`config.mk`:
```
export PLATFORM = sky130hd
export DESIGN_NAME = uart_rx_param
export DESIGN_NICKNAME = d
export VERILOG_FILES = /design/src/rtl/uart_rx_param.sv
export SDC_FILE = /design/constraint.sdc
export NUM_CORES = 1
export LEC_CHECK = 0
export ABC_CLOCK_PERIOD_IN_PS = 2000
export BUFFER_PORTS_ARGS = -buffer_cell sky130_fd_sc_hd__buf_2
export CORE_MARGIN = 2
export CORE_UTILIZATION = 54
export CTS_BUF_LIST = sky130_fd_sc_hd__clkbuf_16
export CTS_CLUSTER_DIAMETER = 200
export DETAILED_ROUTE_END_ITERATION = 6
export PLACE_DENSITY = 0.78
export SYNTH_ARGS = -nofsm -noshare
export SYNTH_HDL_FRONTEND = slang
export SYNTH_SLANG_ARGS = --single-unit
```
`constraint.sdc`:
```
create_clock -name CLK -period 2 [get_ports CLK]
set_input_delay 0.2 -clock CLK [delete_from_list [all_inputs] [get_ports CLK]]
set_output_delay 0.2 -clock CLK [all_outputs]
set_load 0.05 [all_outputs]
```
`src/rtl/uart_rx_param.sv`:
```
// Parametrised UART receiver: 2-flop synchroniser, 3-sample mid-bit majority vote, VALID/ACK hold.
// Define UART_RX_PARITY_EN to add a parity bit after the data bits and the PAR_ERR port.
module uart_rx_param #(
   parameter int CLKS_PER_BIT = 16,
   parameter int DATA_BITS    = 8,
   parameter int STOP_BITS    = 1,
   parameter int PARITY_ODD   = 0
) (
   input  logic                 CLK,
   input  logic                 RST,
   input  logic                 RX,
   input  logic                 ACK,
   output logic [DATA_BITS-1:0] DATA,
   output logic                 VALID,
   output logic                 BUSY,
   output logic                 FRAME_ERR,
   output logic                 OVERRUN
`ifdef UART_RX_PARITY_EN
   ,
   output logic                 PAR_ERR
`endif
);

   localparam int H     = CLKS_PER_BIT / 2;
   localparam int CNT_W = $clog2(CLKS_PER_BIT);
   localparam int BIT_W = $clog2(DATA_BITS);

   localparam logic [CNT_W-1:0] CNT_LAST  = CNT_W'(CLKS_PER_BIT - 1);
   localparam logic [CNT_W-1:0] SMP_A     = CNT_W'(H - 1);
   localparam logic [CNT_W-1:0] SMP_B     = CNT_W'(H);
   localparam logic [CNT_W-1:0] SMP_V     = CNT_W'(H + 1);
   localparam logic [BIT_W-1:0] DATA_LAST = BIT_W'(DATA_BITS - 1);
   localparam logic [BIT_W-1:0] STOP_LAST = BIT_W'(STOP_BITS - 1);

   typedef enum logic [2:0] {
      S_IDLE,
      S_START,
      S_DATA,
      S_PARITY,
      S_STOP,
      S_WAIT_HIGH
   } state_t;

   function automatic logic maj3(input logic a, input logic b, input logic c);
      return (a & b) | (a & c) | (b & c);
   endfunction

   logic                 sync1_q, sync2_q;
   logic                 rxs;
   state_t               state_q, state_d;
   logic [CNT_W-1:0]     cnt_q, cnt_d;
   logic [BIT_W-1:0]     bit_q, bit_d;
   logic [1:0]           samp_q, samp_d;
   logic [DATA_BITS-1:0] shift_q, shift_d;
   logic [DATA_BITS-1:0] data_q, data_d;
   logic                 valid_q, valid_d;
   logic                 ferr_q, ferr_d;
   logic                 ovr_q, ovr_d;
   logic                 commit;
   logic                 at_vote;
   logic                 vote;
`ifdef UART_RX_PARITY_EN
   logic                 par_q, par_d;
   logic                 perr_q, perr_d;
`endif

   assign rxs     = sync2_q;
   assign at_vote = (cnt_q == SMP_V);
   // Two earlier samples are held; the third is the live synchronised line at the vote point.
   assign vote    = maj3(samp_q[0], samp_q[1], rxs);

   always_comb begin
      state_d = state_q;
      cnt_d   = (cnt_q == CNT_LAST) ? '0 : cnt_q + CNT_W'(1);
      bit_d   = bit_q;
      samp_d  = samp_q;
      shift_d = shift_q;
      data_d  = data_q;
      valid_d = valid_q & ~ACK;
      ferr_d  = 1'b0;
      ovr_d   = 1'b0;
      commit  = 1'b0;
`ifdef UART_RX_PARITY_EN
      par_d   = par_q;
      perr_d  = 1'b0;
`endif

      if (cnt_q == SMP_A) samp_d[0] = rxs;
      if (cnt_q == SMP_B) samp_d[1] = rxs;

      case (state_q)
         S_IDLE: begin
            cnt_d = '0;
            bit_d = '0;
            if (!rxs) state_d = S_START;
         end
         S_START: begin
            if (at_vote) state_d = vote ? S_IDLE : S_DATA;
         end
         S_DATA: begin
            if (at_vote) begin
               shift_d = {vote, shift_q[DATA_BITS-1:1]};
               if (bit_q == DATA_LAST) begin
                  bit_d = '0;
`ifdef UART_RX_PARITY_EN
                  state_d = S_PARITY;
`else
                  state_d = S_STOP;
`endif
               end else begin
                  bit_d = bit_q + BIT_W'(1);
               end
            end
         end
`ifdef UART_RX_PARITY_EN
         S_PARITY: begin
            if (at_vote) begin
               par_d   = vote;
               state_d = S_STOP;
            end
         end
`endif
         S_STOP: begin
            if (at_vote) begin
               if (!vote) begin
                  ferr_d  = 1'b1;
                  state_d = S_WAIT_HIGH;
               end else if (bit_q == STOP_LAST) begin
                  // Leave mid-stop so the next start edge is caught with half a bit of margin.
                  state_d = S_IDLE;
`ifdef UART_RX_PARITY_EN
                  if (par_q != (^shift_q ^ (PARITY_ODD != 0))) perr_d = 1'b1;
                  else                                         commit = 1'b1;
`else
                  commit = 1'b1;
`endif
               end else begin
                  bit_d = bit_q + BIT_W'(1);
               end
            end
         end
         S_WAIT_HIGH: begin
            if (rxs) state_d = S_IDLE;
         end
         default: state_d = S_IDLE;
      endcase

      // A same-cycle ACK consumes the old word, so the new one is not an overrun.
      if (commit) begin
         data_d  = shift_q;
         valid_d = 1'b1;
         ovr_d   = valid_q & ~ACK;
      end
   end

   // Control and output registers.
   always_ff @(posedge CLK) begin
      if (RST) begin
         sync1_q <= 1'b1;
         sync2_q <= 1'b1;
         state_q <= S_IDLE;
         cnt_q   <= '0;
         bit_q   <= '0;
         data_q  <= '0;
         valid_q <= 1'b0;
         ferr_q  <= 1'b0;
         ovr_q   <= 1'b0;
`ifdef UART_RX_PARITY_EN
         perr_q  <= 1'b0;
`endif
      end else begin
         sync1_q <= RX;
         sync2_q <= sync1_q;
         state_q <= state_d;
         cnt_q   <= cnt_d;
         bit_q   <= bit_d;
         data_q  <= data_d;
         valid_q <= valid_d;
         ferr_q  <= ferr_d;
         ovr_q   <= ovr_d;
`ifdef UART_RX_PARITY_EN
         perr_q  <= perr_d;
`endif
      end
   end

   // Datapath registers: always fully rewritten before use within a frame.
   always_ff @(posedge CLK) begin
      samp_q  <= samp_d;
      shift_q <= shift_d;
`ifdef UART_RX_PARITY_EN
      par_q   <= par_d;
`endif
   end

   assign DATA      = data_q;
   assign VALID     = valid_q;
   assign BUSY      = (state_q != S_IDLE);
   assign FRAME_ERR = ferr_q;
   assign OVERRUN   = ovr_q;
`ifdef UART_RX_PARITY_EN
   assign PAR_ERR   = perr_q;
`endif

endmodule
```
==> flow_summary.json <==
{
  "grt-ovfl-total": 0,
  "antenna_found_initial": 0,
  "clockRootBuffer": "clkbuf_16",
  "setup_viol": 0,
  "die_area_mm2": 0.00305,
  "yosys.area.top_type": "dfxtp_1",
  "initial_core_util": 0.573,
  "clk_pin_slew_ns": 0.05,
  "insertion_delay_ns": 0.27,
  "grt_first_pass_wirelength_um": 4110,
  "wire_per_inst_um": 13.7,
  "cp-start-kind": "flip-flop",
  "instances_no_fill": 179,
  "dpl.cell_count": 172,
  "vias": 1001,
  "power_density_mw_per_mm2": 931,
  "fin_crit_ns": 1.66,
  "ant_nets": 0,
  "cts_resized": 0,
  "grt_pass1_vias": 941,
  "path_class": "flip-flop to flip-flop",
  "slew_viol_final": 0,
  "drive_above_1_share": 0.228,
  "die_height_um": 55.3,
  "rows": 18,
  "ys_types": 40,
  "seq_area_frac_synth": 0.536,
  "drt_iter0_markers": 24,
  "ir_drop_uv": 931,
  "crit_path_max_fanout": 12,
  "fin_worst_skew_ns": 0.00599,
  "setup_tns_ns": 0,
  "diodes": 0,
  "grt_max_degree": 24,
  "avgSynthCellArea_um2": 11.0,
  "synth_ff_type": "dfxtp_1",
  "hold_viol": 0,
  "syn_nets": 139,
  "async_reset_ff_frac": 0,
  "ctsHoldBuffers": 0,
  "cts_setup_buffers": 0,
  "core_mm2": 0.00248,
  "cts_buffers": 5,
  "synthTopCellsByCount": "23 x dfxtp_1, 14 x nor2_1, 10 x edfxtp_1, 8 x mux2i_1, 7 x a21oi_1",
  "fillers": 207,
  "synth_top_area_share": 0.325,
  "wl_um": 2450,
  "ys_top_cells_by_area": "dfxtp_1 32%, edfxtp_1 21%, mux2i_1 5.6%, ha_1 5.3%, nor2_1 3.7%",
  "syn2layout_area_growth_pct": 18.2,
  "grt_setup_unrepaired": "no",
  "max-slew-margin-rel": 0.734,
  "maxCapViolations": 0,
  "hpwl_um": 1670,
  "drc": 0,
  "synth.most_common_cell": "dfxtp_1",
  "htreeDepth": 2,
  "status": "completed",
  "grt_usage": 0.177,
  "ys_ff_latch": 33,
  "synth_edf_count": 10,
  "drtPass1Iterations": 4,
  "post-route-period-util": 0.828,
  "io_pins": 16,
  "gp_congestion": 0.765,
  "endpoint_kind": "flip-flop",
  "cts_tree": "built",
  "hold_path.class": "primary input to flip-flop",
  "clock_path_buffers": 2,
  "yosys_warnings": 0,
  "required_ns": 2.19,
  "p_leak_nw": 0.762,
  "critical_path_arrival_ns": 1.85,
  "max_freq_mhz": 604,
  "die_x_um": 55.3,
  "worst_slew_pin_slew_ns": 0.399,
  "synthesis.area_mm2": 0.00142,
  "port_buffers": 15,
  "synthCells": 129,
  "cts.sinks": 33,
  "viasPerCell": 5.59,
  "power_mw": 1.56,
  "nets": 159
}
[cells by family after synthesis]
kind of cell | after synthesis | synth area share
xor gates and xnor gates | 2 | 0.0123
adders and majority gates | 7 | 0.0608
muxes | 8 | 0.0564
DFF | 33 | 0.536
buffers and inverters | 10 | 0.0397
and+or+nand+nor | 51 | 0.217
AOI/OAI and AO/OA | 18 | 0.0776
[area by class of cell]
type / count / area (um2) / share of cell area
timing repair buffer: 18 / 97.6 / 0.0582
tap: 30 / 37.5 / 0.0224
clock buffer: 5 / 125 / 0.0746
inverter: 5 / 18.8 / 0.0112
multi-input combinational: 86 / 602 / 0.359
sequential: 33 / 761 / 0.454
clock inverter: 2 / 35.0 / 0.0209
[power breakdown]
part / switching (mW) / internal (mW) / leakage [nW] / total (mW)
Clock: 0.249 / 0.576 / 0.0797 / 0.825
Sequential: 0.00674 / 0.692 / 0.275 / 0.698
Combinational: 0.0239 / 0.0143 / 0.407 / 0.0382
Total: 0.279 / 1.28 / 0.762 / 1.56
[worst max-delay path, stage by stage (launching register included)]
cell and delay (ns):
dfxtp_1 0.54, nor2b_1 0.30, a21oi_1 0.10, or4b_1 0.48, o21ai_0 0.16
[final timing paths]
path                                 start  endpoint  slack, ns  depth (start not counted)
worst max-delay path            state_q[2]  bit_q[1]       0.34                          4
worst min-delay path                    RX   sync1_q       0.11                          2
worst max register to register  state_q[2]  bit_q[1]       0.34                          4
worst min register to register     sync1_q       rxs       0.42                          1
[state kept, by name (all words and copies together), names as in the netlist]
register / count
cnt_q: 4
bit_q: 3
OVERRUN: 1
FRAME_ERR: 1
VALID: 1
sync1_q: 1
rxs: 1
samp_q: 2
DATA: 8
shift_q: 8
state_q: 3
[per-layer routing]
layer  vias to the layer above  track usage  share of wire  wire length [um]
li1                        501            -              -                 -
met1                       458        0.201           0.44              1070
met2                        36        0.272           0.48              1180
met3                         6       0.0796          0.069               168
met4                         0        0.105          0.014                34
met5                         -            0              0                 0
[placed cells by master (no fill, tap or decap), types with 5 or more instances in the layout]
cell and count:
dfxtp_1 23, buf_2 15, nor2_1 14, edfxtp_1 10, mux2i_1 8, a21oi_1 7, ha_1 6, inv_1 5
nand2_1 5, clkbuf_16 5
[metrics by stage]
step	hold slack (ns)	utilization	setup WS [ns]	cell area, um2
after floorplan	0.304	-	0.270	1420
after global routing	0.117	0.677	0.182	1680
final	0.110	0.677	0.343	1680
after detailed placement	0.387	0.612	0.390	1520
after global placement	0.385	0.612	0.462	1520
after CTS	0.107	0.677	0.346	1680
(Power assumes the default switching activity.)
